**src/rtl/bsg_counter_max_clear_multi.sv**
```systemverilog
// ---------------------------------------------------------------------------
// bsg_counter_max_clear_multi
//
// Multi-channel extreme-value tracker. Each channel keeps the running maximum
// (or minimum when min_not_max_p=1) of the samples received since its last
// clear, plus a saturating sample count. A single-entry snapshot register
// drains one channel atomically: the channel's pre-update value/count are
// captured and the channel is cleared on the same edge.
//
// Ports
//   clk_i          clock
//   reset_n_i      asynchronous active-low reset
//   v_i            per-channel sample valid            [els_p]
//   data_i         per-channel samples                 [els_p*width_p]
//   clear_i        per-channel clear                   [els_p]
//   data_r_o       tracked value per channel (reg)     [els_p*width_p]
//   count_r_o      saturating sample count (reg)       [els_p*count_width_p]
//   updated_r_o    value was loaded from a sample      [els_p]
//   snap_v_i       snapshot request
//   snap_id_i      channel to snapshot                 [id_width_lp]
//   snap_ready_o   request can be accepted (~snap_v_o | snap_yumi_i)
//   snap_v_o       snapshot entry valid
//   snap_data_o    snapshot value                      [width_p]
//   snap_count_o   snapshot count                      [count_width_p]
//   snap_yumi_i    consumer takes the snapshot entry
// ---------------------------------------------------------------------------

// Protocol checks for the snapshot port; no hardware is generated from these.
//   clk_i, reset_n_i   clock / reset of the tracked block
//   snap_v_i           snapshot request
//   snap_id_i          requested channel
//   snap_v_q_i         current snapshot entry valid
//   snap_yumi_i        consumer take
module bsg_counter_max_clear_multi_chk #(
  parameter int els_p       = 1,
  parameter int id_width_lp = 1
) (
  input  logic                   clk_i,
  input  logic                   reset_n_i,
  input  logic                   snap_v_i,
  input  logic [id_width_lp-1:0] snap_id_i,
  input  logic                   snap_v_q_i,
  input  logic                   snap_yumi_i
);

  // Sample the snapshot handshake on every active edge outside reset.
  always_ff @(posedge clk_i) begin
    if (reset_n_i) begin
      assert (!snap_v_i || (32'(snap_id_i) < 32'(els_p)));
      assert (!snap_yumi_i || snap_v_q_i);
    end else begin
    end
  end

endmodule

module bsg_counter_max_clear_multi #(
  // els_p and width_p must be set by the instantiating module; the defaults
  // exist only so the module elaborates on its own.
  parameter int                 els_p         = 1,
  parameter int                 width_p       = 1,
  parameter bit                 min_not_max_p = 1'b0,
  parameter logic [width_p-1:0] init_val_p    = '0,
  parameter int                 count_width_p = 8,
  parameter int                 id_width_lp   = (els_p > 1) ? $clog2(els_p) : 1
) (
  input  logic                             clk_i,
  input  logic                             reset_n_i,
  input  logic [els_p-1:0]                 v_i,
  input  logic [els_p*width_p-1:0]         data_i,
  input  logic [els_p-1:0]                 clear_i,
  output logic [els_p*width_p-1:0]         data_r_o,
  output logic [els_p*count_width_p-1:0]   count_r_o,
  output logic [els_p-1:0]                 updated_r_o,
  input  logic                             snap_v_i,
  input  logic [id_width_lp-1:0]           snap_id_i,
  output logic                             snap_ready_o,
  output logic                             snap_v_o,
  output logic [width_p-1:0]               snap_data_o,
  output logic [count_width_p-1:0]         snap_count_o,
  input  logic                             snap_yumi_i
);

  logic [width_p-1:0]       val_q [els_p];
  logic [width_p-1:0]       val_d [els_p];
  logic [count_width_p-1:0] cnt_q [els_p];
  logic [count_width_p-1:0] cnt_d [els_p];
  logic [els_p-1:0]         upd_q;
  logic [els_p-1:0]         upd_d;

  logic                     snap_v_q;
  logic                     snap_v_d;
  logic [width_p-1:0]       snap_data_q;
  logic [width_p-1:0]       snap_data_d;
  logic [count_width_p-1:0] snap_count_q;
  logic [count_width_p-1:0] snap_count_d;

  logic                     accept_s;
  logic [els_p-1:0]         clr_s;
  logic [width_p-1:0]       sel_val_s;
  logic [count_width_p-1:0] sel_cnt_s;

  // The only combinational output: a taken entry frees the slot this cycle.
  assign snap_ready_o = ~snap_v_q | snap_yumi_i;
  assign accept_s     = snap_v_i & snap_ready_o;

  // Snapshot source mux; an out-of-range id matches no channel and so
  // reads back the init value with a zero count.
  always_comb begin
    sel_val_s = init_val_p;
    sel_cnt_s = '0;
    for (int c = 0; c < els_p; c++) begin
      sel_val_s = (snap_id_i == id_width_lp'(c)) ? val_q[c] : sel_val_s;
      sel_cnt_s = (snap_id_i == id_width_lp'(c)) ? cnt_q[c] : sel_cnt_s;
    end
  end

  // Per-channel next state: clear (explicit or by snapshot) beats sample.
  always_comb begin
    for (int c = 0; c < els_p; c++) begin
      clr_s[c] = clear_i[c] | (accept_s & (snap_id_i == id_width_lp'(c)));
      val_d[c] = val_q[c];
      cnt_d[c] = cnt_q[c];
      upd_d[c] = 1'b0;
      if (clr_s[c]) begin
        if (v_i[c]) begin
          val_d[c] = data_i[c*width_p +: width_p];
          cnt_d[c] = count_width_p'(1);
          upd_d[c] = 1'b1;
        end else begin
          val_d[c] = init_val_p;
          cnt_d[c] = '0;
        end
      end else if (v_i[c]) begin
        // Saturate at all-ones; the value still tracks.
        cnt_d[c] = (&cnt_q[c]) ? cnt_q[c] : cnt_q[c] + count_width_p'(1);
        // Strictly-better compare, unsigned; equal samples do not reload.
        if (min_not_max_p ? (data_i[c*width_p +: width_p] < val_q[c])
                          : (data_i[c*width_p +: width_p] > val_q[c])) begin
          val_d[c] = data_i[c*width_p +: width_p];
          upd_d[c] = 1'b1;
        end else begin
          val_d[c] = val_q[c];
        end
      end else begin
        val_d[c] = val_q[c];
      end
    end
  end

  // Snapshot entry next state: accept loads (also on a same-cycle take),
  // a take without a new accept empties the entry.
  always_comb begin
    snap_v_d     = snap_v_q;
    snap_data_d  = snap_data_q;
    snap_count_d = snap_count_q;
    if (accept_s) begin
      snap_v_d     = 1'b1;
      snap_data_d  = sel_val_s;
      snap_count_d = sel_cnt_s;
    end else if (snap_yumi_i) begin
      snap_v_d = 1'b0;
    end else begin
      snap_v_d = snap_v_q;
    end
  end

  // Channel state registers.
  always_ff @(posedge clk_i or negedge reset_n_i) begin
    if (!reset_n_i) begin
      for (int c = 0; c < els_p; c++) begin
        val_q[c] <= init_val_p;
        cnt_q[c] <= '0;
      end
      upd_q <= '0;
    end else begin
      for (int c = 0; c < els_p; c++) begin
        val_q[c] <= val_d[c];
        cnt_q[c] <= cnt_d[c];
      end
      upd_q <= upd_d;
    end
  end

  // Snapshot entry registers.
  always_ff @(posedge clk_i or negedge reset_n_i) begin
    if (!reset_n_i) begin
      snap_v_q     <= 1'b0;
      snap_data_q  <= '0;
      snap_count_q <= '0;
    end else begin
      snap_v_q     <= snap_v_d;
      snap_data_q  <= snap_data_d;
      snap_count_q <= snap_count_d;
    end
  end

  for (genvar c = 0; c < els_p; c++) begin : gen_out
    assign data_r_o[c*width_p +: width_p]             = val_q[c];
    assign count_r_o[c*count_width_p +: count_width_p] = cnt_q[c];
  end

  assign updated_r_o  = upd_q;
  assign snap_v_o     = snap_v_q;
  assign snap_data_o  = snap_data_q;
  assign snap_count_o = snap_count_q;

  bsg_counter_max_clear_multi_chk #(
    .els_p       (els_p),
    .id_width_lp (id_width_lp)
  ) u_chk (
    .clk_i       (clk_i),
    .reset_n_i   (reset_n_i),
    .snap_v_i    (snap_v_i),
    .snap_id_i   (snap_id_i),
    .snap_v_q_i  (snap_v_q),
    .snap_yumi_i (snap_yumi_i)
  );

endmodule

```
**config.mk**
```make
export PLATFORM = sky130hd
export DESIGN_NAME = bsg_counter_max_clear_multi
export DESIGN_NICKNAME = d
export VERILOG_FILES = /design/src/rtl/bsg_counter_max_clear_multi.sv
export SDC_FILE = /design/constraint.sdc
export NUM_CORES = 1
export LEC_CHECK = 0
export BUFFER_PORTS_ARGS = -buffer_cell sky130_fd_sc_hd__buf_2
export CORE_MARGIN = 1
export CORE_UTILIZATION = 52
export CTS_CLUSTER_DIAMETER = 200
export CTS_CLUSTER_SIZE = 12
export DETAILED_ROUTE_END_ITERATION = 8
export GPL_ROUTABILITY_DRIVEN = 0
export MAX_ROUTING_LAYER = met4
export PLACE_DENSITY = 0.85
export SYNTH_ARGS = -nofsm -noshare
export SYNTH_HDL_FRONTEND = slang
export SYNTH_HIERARCHICAL = 1
export SYNTH_SLANG_ARGS = --single-unit
```
**constraint.sdc**
```tcl
create_clock -name clk_i -period 3.4 [get_ports clk_i]
set_input_delay 0.17 -clock clk_i [delete_from_list [all_inputs] [get_ports clk_i]]
set_output_delay 0.17 -clock clk_i [all_outputs]
set_load 0.02 [all_outputs]
```
==> results of run 1 <==
==> cell usage after synthesis (2+ instances only) <==
cell type	number	area, um2
nand4_1	2	12.5
nand2b_1	2	12.5
nand2_1	21	78.8
o21ai_0	10	50.1
o21ai_1	2	10.0
a21boi_0	2	15.0
a21oi_1	5	25.0
dfrtp_1	20	500
nor3_1	3	15.0
nor2_1	4	15.0
nand3_1	3	15.0
==> how the worst max path moves through the flow <==
stage | to | slack (ns) | cells after the start
final | count_r_o[0] | 1.93 | 5
after global routing | count_r_o[6] | 1.83 | 4
after CTS | count_r_o[6] | 1.94 | 4
after detailed placement | count_r_o[5] | 1.99 | 5
after global placement | count_r_o[0] | 2.10 | 5
after floorplan | count_r_o[0] | 2.01 | 5
==> power breakdown <==
part	internal [mW]	total [mW]	switching, mW	leakage, nW
logic	0.0202	0.0609	0.0407	0.263
registers	0.247	0.256	0.00874	0.268
clock network	0.0414	0.112	0.0706	0.0138
==> worst max-delay path, cell delays in order, from the launching register on <==
cell and delay, ns:
dfrtp_1 0.47, ha_1 0.27, nand3_1 0.15, or2_1 0.27, o21ai_1 0.12, a21oi_1 0.08
==> cells by family after synthesis <==
group | count (synthesis) | synth area share, %
flops | 20 | 54.3
buf+inv | 3 | 1.36
compound gates | 26 | 18.1
xor+xnor | 2 | 1.90
fa+ha+maj | 1 | 1.36
simple gates | 42 | 23.0
==> flip-flops by register name, indices dropped and copies added (netlist names) <==
| signal | count |
|---|---|
| snap_v_o | 1 |
| snap_count_o | 8 |
| count_r_o | 8 |
| data_r_o | 1 |
| updated_r_o | 1 |
| snap_data_o | 1 |
==> layout make-up <==
class	instances	area [um2]	area share [%]
repair buffers	29	150	13.5
flip-flops and latches	20	500	45.1
well taps	16	20.0	1.81
inverters	2	7.51	0.677
clock buffers	3	22.5	2.03
multi-input cells	71	408	36.8
==> layer usage <==
metal  GRT usage, %  routed length (um)  vias up
met1           30.8                 883      386
met5              -                   0        -
li1               -                   -      401
met3           3.67                 129        8
met4           8.48                  37        0
met2           37.9                 979       40
==> flow_summary.toml, run 1 <==
[cells_and_area]
final_common_cell = "buf_2"
antenna_cells = 0
stdcell_area_um2 = 1110
final_cell_mix = "28 x buf_2, 21 x nand2_1, 20 x dfrtp_1, 10 x o21ai_0, 5 x a21oi_1"
syn_to_final_growth_pct = 20.4
final_core_util_pct = 70.3
nFillCells = 132
nets = 136
drive_above_1_share_pct = 30.4
finalNonFillerCells = 141

[grt]
grt_max_degree = 21
grt_overflow = 0
grt_pass1_wl_um = 3270
grt_pass1_vias = 730
grt.total_usage_pct = 23.8
antenna_found_initial = 0

[floorplanning]
io_pins = 29
core_um2 = 1580
fp.dieH_um = 44.1
rows = 14
initial_core_util_pct = 58.4
dieArea_um2 = 1940
die_w_um = 44.1

[synthesis]
synthArstFlopShare_pct = 100
syn_nets = 103
seq_area_frac_synth_pct = 54.3
syn_area_um2 = 921
ys.flop_type = "dfrtp_1"
synth.distinct_cells = 31
avgSynthCellArea_um2 = 9.80
synth-edff-count = 0
yosys_warnings = 6
synth_cells = 94
synth_seq_cells = 20

[worst_setup_path]
reg2reg_setup_slack_ns = 1.93
startpoint_type = "flop"
crit_path_end_kind = "flop"
path_class = "reg -> reg"
required_ns = 3.59
r2r-start = "count_r_o[1]"
critPathMaxFanout = 6
cp.arrival_ns = 1.66
crit_start = "count_r_o[1]"
ff2ff_path_depth = 5
rr_endpoint = "count_r_o[0]"

[routing]
drc = 1
dr.pass1.iters = 8
drt_iter0_markers = 27
via_per_inst = 5.92
drtAntennaViolNets = 0
dr_total_vias = 835
routed_wl_um = 2030
drt-wirelength-per-cell_um = 14.4

[run_status]
status = "finished with violations"
violations = "DRC"

[timing]
final_max_slew_viol_count = 0
tns_ns = 0
clock-skew-final_ns = 0.0105
setup_slack_ns = 1.93
worst_pin_slew_ns = 0.469
clock.fmax_mhz = 682
slew_headroom_pct = 68.7
finalHoldViolations = 0
period_share_pct = 43.1
setup_viol = 0
timing.hold.ws_ns = 0.0724
min_period_ns = 1.47
grt_setup_unrepaired = "no"

[worst_hold_path]
min_path_cells = 2
hold_end = "snap_count_o[0]"
holdCritPathClass = "in -> reg"
worstHoldStart = "snap_id_i"

[power]
cellPowerDensity_nw_per_um2 = 387
p_leak_nw = 0.545
ir_drop_mv = 0.285
power_mw = 0.428

[clock_tree]
cts_setup_buffers = 0
cts_hold_buf = 1
htree_levels = 1
clock-sinks = 20
cts_root_buf = "clkbuf_4"
cts_resized = 0
insertion_delay_ns = 0.31
numCtsBuffers = 3
cts_tree = "built"
cts.path.max_buffers = 2
path_clk_slew_ns = 0.10

[place]
placed_cell_area_um2 = 1080
pre_cts_slack_ns = 1.99
dp_hpwl_um = 1460
portBuffers = 28
dpl.cell_count = 137

[flow_run]
drv_cap = 0
Power figures use the tool's default switching activity.
==> run 2: changes to the inputs <==
--- a/config.mk
+++ b/config.mk
@@ -7,13 +7,13 @@
 export LEC_CHECK = 0
 export BUFFER_PORTS_ARGS = -buffer_cell sky130_fd_sc_hd__buf_2
 export CORE_MARGIN = 1
-export CORE_UTILIZATION = 52
+export CORE_UTILIZATION = 48
 export CTS_CLUSTER_DIAMETER = 200
 export CTS_CLUSTER_SIZE = 12
 export DETAILED_ROUTE_END_ITERATION = 8
 export GPL_ROUTABILITY_DRIVEN = 0
 export MAX_ROUTING_LAYER = met4
-export PLACE_DENSITY = 0.85
+export PLACE_DENSITY = 0.8
 export SYNTH_ARGS = -nofsm -noshare
 export SYNTH_HDL_FRONTEND = slang
 export SYNTH_HIERARCHICAL = 1
==> constraint.sdc (replaced) <==
create_clock -name clk_i -period 1.4 [get_ports clk_i]
set_input_delay 0.07 -clock clk_i [delete_from_list [all_inputs] [get_ports clk_i]]
set_output_delay 0.07 -clock clk_i [all_outputs]
set_load 0.02 [all_outputs]
==> run 2 against run 1 <==
  * The run now ends clean
  * Routed wire length decreased by 2.5%
  * Die area grew 8.0%
  * Clock power grew to 3.0 times the previous value
  * Highest routed layer unchanged
  * Sequential share of layout area is 2.0 points lower
  * Global-route usage decreased by 1.7 points
  * Largest power group unchanged
  * Cell count is 9.2% higher
  * Sequential power rose by 140%
  * Maximum frequency increased by 14%
==> flow_summary.toml, run 2 (synthesis results as in run 1) <==
[run_status]
status = "completed"

[grt]
grt_pass1_vias = 698
grt.total_usage_pct = 22.1
grt_overflow = 0
grt_max_degree = 21
antenna_found_initial = 0
grt_pass1_wl_um = 3200

[floorplanning]
die_w_um = 45.8
core_um2 = 1760
dieArea_um2 = 2100
initial_core_util_pct = 52.2
rows = 15
io_pins = 29
fp.dieH_um = 45.8

[clock_tree]
insertion_delay_ns = 0.30
clock-sinks = 20
numCtsBuffers = 3
cts_setup_buffers = 0
cts.path.max_buffers = 2
path_clk_slew_ns = 0.10
htree_levels = 1
cts_root_buf = "clkbuf_4"
cts_tree = "built"

[cells_and_area]
drive_above_1_share_pct = 32.6
final_core_util_pct = 65.8
final_cell_mix = "28 x buf_2, 21 x nand2_1, 20 x dfrtp_1, 10 x o21ai_0, 5 x a21oi_1"
antenna_cells = 0
final_common_cell = "buf_2"
nFillCells = 170
multiInputGateArea_um2 = 410
nets = 139
syn_to_final_growth_pct = 26.1
seq_area_um2 = 500

[worst_setup_path]
critPathMaxFanout = 5
ff2ff_path_depth = 5
cp.arrival_ns = 1.48
rr_endpoint = "count_r_o[0]"
r2r-start = "count_r_o[0]"
reg2reg_setup_slack_ns = 0.11
crit_path_end_kind = "flop"
startpoint_type = "flop"
path_class = "reg -> reg"
required_ns = 1.59

[power]
p_leak_nw = 0.564
power_mw = 1.12
ir_drop_mv = 0.687
cellPowerDensity_nw_per_um2 = 961

[worst_hold_path]
hold_end = "data_r_o"
holdCritPathClass = "in -> reg"
worstHoldStart = "data_i"
min_path_cells = 2

[flow_run]
drv_cap = 0

[timing]
min_period_ns = 1.29
finalHoldViolations = 0
grt_setup_unrepaired = "no"
period_share_pct = 91.8
worst_pin_slew_ns = 0.445
timing.hold.ws_ns = 0.0164
clock-skew-final_ns = 0.00819
slew_headroom_pct = 70.3
clock.fmax_mhz = 778
final_max_slew_viol_count = 0
tns_ns = 0
setup_viol = 0

[routing]
drc = 0
routed_wl_um = 1980
drt_iter0_markers = 15
dr.pass1.iters = 4
drt-wirelength-per-cell_um = 12.9
drtAntennaViolNets = 0
via_per_inst = 5.49
dr_total_vias = 846

[place]
dp_hpwl_um = 1470
portBuffers = 28
## run 2: changes by cell type in the layout (fill, tap and decap cells not counted), sizes merged
| cell | change |
|---|---|
| buf | +2 |
| clkbuf | +1 |
| dlygate4sd3 | +1 |
## run 2: area by class of cell
type                    instances  share of cell area [%]
flip-flops and latches         20                    43.1
multi-input cells              71                    35.3
repair buffers                 32                    15.1
clock buffers                   4                    3.13
well taps                      25                    2.69
inverters                       2                   0.647
## run 2: repair_timing
item | in CTS | in global routing
setup endpoints to repair | 0 | 3
resized for setup | 0 | 1
hold buffers | 2 | 0
endpoints found under the hold margin | 21 | 0
## run 2: metal layers
metal,global-route usage (%),part of all wire [%],vias up
li1,-,-,413
met1,29.0,44,398
met2,34.3,50,33
met3,3.97,5.3,2
met4,7.65,0.71,0
met5,-,0,-
## run 2: power breakdown
group | switching, mW | internal, mW
combinational | 0.108 | 0.0587
clock | 0.176 | 0.159
sequential | 0.0147 | 0.600
## run 2: through the flow
step	std cells	area (um2)	worst slack (ns)
floorplan	94	921	0.00972
detailed placement	148	1100	0.0821
global route	154	1160	0.00275
global placement	148	1100	0.182
CTS	154	1160	0.0753
finish	154	1160	0.114
## run 2: worst max path at each step
stage            startpoint      endpoint  slack (ns)  cells after the start
2_1_floorplan  count_r_o[1]  count_r_o[0]        0.01                      5
3_3_place_gp   count_r_o[0]  count_r_o[0]        0.18                      5
3_5_place_dp   count_r_o[0]  count_r_o[6]        0.08                      4
4_1_cts        count_r_o[0]  count_r_o[0]        0.08                      5
5_1_grt        count_r_o[0]  count_r_o[5]       0.003                      5
6_report       count_r_o[0]  count_r_o[0]        0.11                      5
## run 2: critical path, cell delays in order (launching register included)
cell and delay [ns]:
dfrtp_1 0.38, ha_2 0.22, nand3_1 0.11, or2_1 0.26, o21ai_1 0.13, a21oi_1 0.08
==> run 3: changes to the inputs <==
--- a/config.mk
+++ b/config.mk
@@ -6,8 +6,10 @@
 export NUM_CORES = 1
 export LEC_CHECK = 0
 export BUFFER_PORTS_ARGS = -buffer_cell sky130_fd_sc_hd__buf_2
+export CELL_PAD_IN_SITES_DETAIL_PLACEMENT = 1
+export CELL_PAD_IN_SITES_GLOBAL_PLACEMENT = 2
 export CORE_MARGIN = 1
-export CORE_UTILIZATION = 48
+export CORE_UTILIZATION = 29
 export CTS_CLUSTER_DIAMETER = 200
 export CTS_CLUSTER_SIZE = 12
 export DETAILED_ROUTE_END_ITERATION = 8
==> run 3 against run 2 <==
  * Maximum frequency decreased by 0.56%
  * Cell count increased by 13%
  * Clock power decreased by 19%
  * Die area increased by 62%
  * Total power decreased by 4.9%
  * Sequential power about the same
  * Worst setup slack got worse by 0.0072 ns
  * Final area increased by 2.4%
  * Count of clock-buffer cells in the layout decreased by 1
  * Sequential share of layout area decreased by 1.0 points
  * Critical path depth unchanged
  * Critical path type unchanged
  * Largest cell class unchanged
==> flow_summary.toml, run 3 (synthesis results as in run 1) <==
[grt]
use_met1_pct = 22.9
top_usage_layer = "met2"
grt_overflow = 0
grt_pass1_vias = 845
grt_pass1_wl_um = 4160
grt_util_met2_pct = 27.1
grt_max_degree = 21
grt.total_usage_pct = 16.7
antenna_found_initial = 0
use_met3_pct = 1.98

[worst_setup_path]
critPathMaxStageDelay_ns = 0.38
required_ns = 1.58
path_class = "reg -> reg"
crit_path_end_kind = "flop"
worstPathCellList = "ha_2, nand3_1, or2_1, o21ai_1, a21oi_1"
startpoint_type = "flop"
cp_slowest_cell = "dfrtp_1"
reg2reg_setup_slack_ns = 0.11
cp.arrival_ns = 1.48
cp_top_family = "flip-flops"
crit_buf_inv = 0
critPathMaxFanout = 5

[floorplanning]
dieArea_um2 = 3400
die_w_um = 58.4
initial_core_util_pct = 30.4
core_um2 = 3030
fp.dieH_um = 58.4
rows = 20
io_pins = 29

[clock_tree]
insertion_delay_ns = 0.29
numCtsBuffers = 3
cts_setup_buffers = 0
clock-sinks = 20
cts_tree = "built"
cts.path.max_buffers = 2
cts_root_buf = "clkbuf_4"
htree_levels = 1
path_clk_slew_ns = 0.11

[routing]
drt-wirelength-per-cell_um = 14.3
dr.pass1.iters = 4
routed_wl_um = 2490
drt_iter0_markers = 19
dr_total_vias = 827
via_per_inst = 4.75
drtAntennaViolNets = 0
drc = 0

[timing]
min_period_ns = 1.29
clock.fmax_mhz = 773
finalHoldViolations = 0
period_share_pct = 92.4
tns_ns = 0
slew_headroom_pct = 69.4
worst_pin_slew_ns = 0.459
grt_setup_unrepaired = "no"
setup_viol = 0
final_max_slew_viol_count = 0
clock-skew-final_ns = 0.00451
timing.hold.ws_ns = 0.0231

[power]
cellPowerDensity_nw_per_um2 = 893
seqPwrFrac_pct = 58.0
sw_frac_of_total_pct = 28.4
p_int_mw = 0.759
ir_drop_mv = 0.326
p_switching_mw = 0.302
clock_power_share_pct = 25.7
p_comb_share_pct = 16.3
power_mw = 1.06
p_leak_nw = 0.568

[worst_hold_path]
holdCritPathClass = "in -> reg"

[run_status]
status = "completed"

[cells_and_area]
nets = 141
final_cell_mix = "28 x buf_2, 20 x nand2_1, 20 x dfrtp_1, 10 x o21ai_0, 5 x a21oi_1"
seq_area_um2 = 500
finalNonFillerCells = 174
final_core_util_pct = 39.3
drive_above_1_share_pct = 33.8
antenna_cells = 0
syn_to_final_growth_pct = 29.1
multiInputGateArea_um2 = 413
final_common_cell = "buf_2"
nFillCells = 370

[place]
dp_hpwl_um = 1850
portBuffers = 28
dpl.cell_count = 169

[flow_run]
drv_cap = 0
run 3: cell types whose count changed in the layout (fill, tap and decap cells not counted):
cell / before / now
buf_4: 2 / 4
clkbuf_8: 1 / 0
nand2_1: 21 / 20
nand2_2: 0 / 1
run 3: layout make-up:
cell class,count,share of cell area [%]
clock buffer,3,1.89
inverter,2,0.632
multi-input combinational,71,34.7
tap,44,4.63
sequential,20,42.1
timing repair buffer,34,16.0
run 3: layer usage:
metal  part of all wire, %  vias up
li1                      -      405
met1                    50      396
met2                    46       24
met3                   3.3        2
met4                 0.080        0
met5                     0        -
run 3: power by group through the flow:
stage | Sequential, mW | Combinational, mW | Clock, mW
floorplan | 0.657 | 0.0566 | 0
global route | 0.619 | 0.192 | 0.303
detailed placement | 0.627 | 0.170 | 0
CTS | 0.616 | 0.175 | 0.284
global placement | 0.625 | 0.164 | 0
finish | 0.616 | 0.173 | 0.272
run 3: final timing paths:
check	from	endpoint	cells past startpoint
max	count_r_o[0]	count_r_o[0]	5
min	data_i	data_r_o	2
max reg2reg	count_r_o[0]	count_r_o[0]	5
min reg2reg	snap_count_o[3]	snap_count_o[3]	2
max in group asynchronous	reset_n_i	snap_count_o[2]	2
min in group asynchronous	reset_n_i	snap_count_o[4]	2
run 3: per-stage QoR:
| stage | worst slack [ns] | instance area, um2 |
|---|---|---|
| after floorplan | 0.00972 | 921 |
| after global placement | 0.153 | 1140 |
| after detailed placement | 0.0897 | 1140 |
| after CTS | 0.0523 | 1180 |
| after global routing | 0.00151 | 1190 |
| final | 0.107 | 1190 |
run 3: worst reg2reg max path, stage by stage (launching register included):
cell     delay [ns]
dfrtp_1        0.38
ha_2           0.24
nand3_1        0.12
or2_1          0.25
o21ai_1        0.12
a21oi_1        0.08
run 3: repair_timing:
item,CTS,global route
hold endpoints to repair,21,0
gates resized for setup,0,2
setup endpoints to repair,0,5
hold buffers,2,0
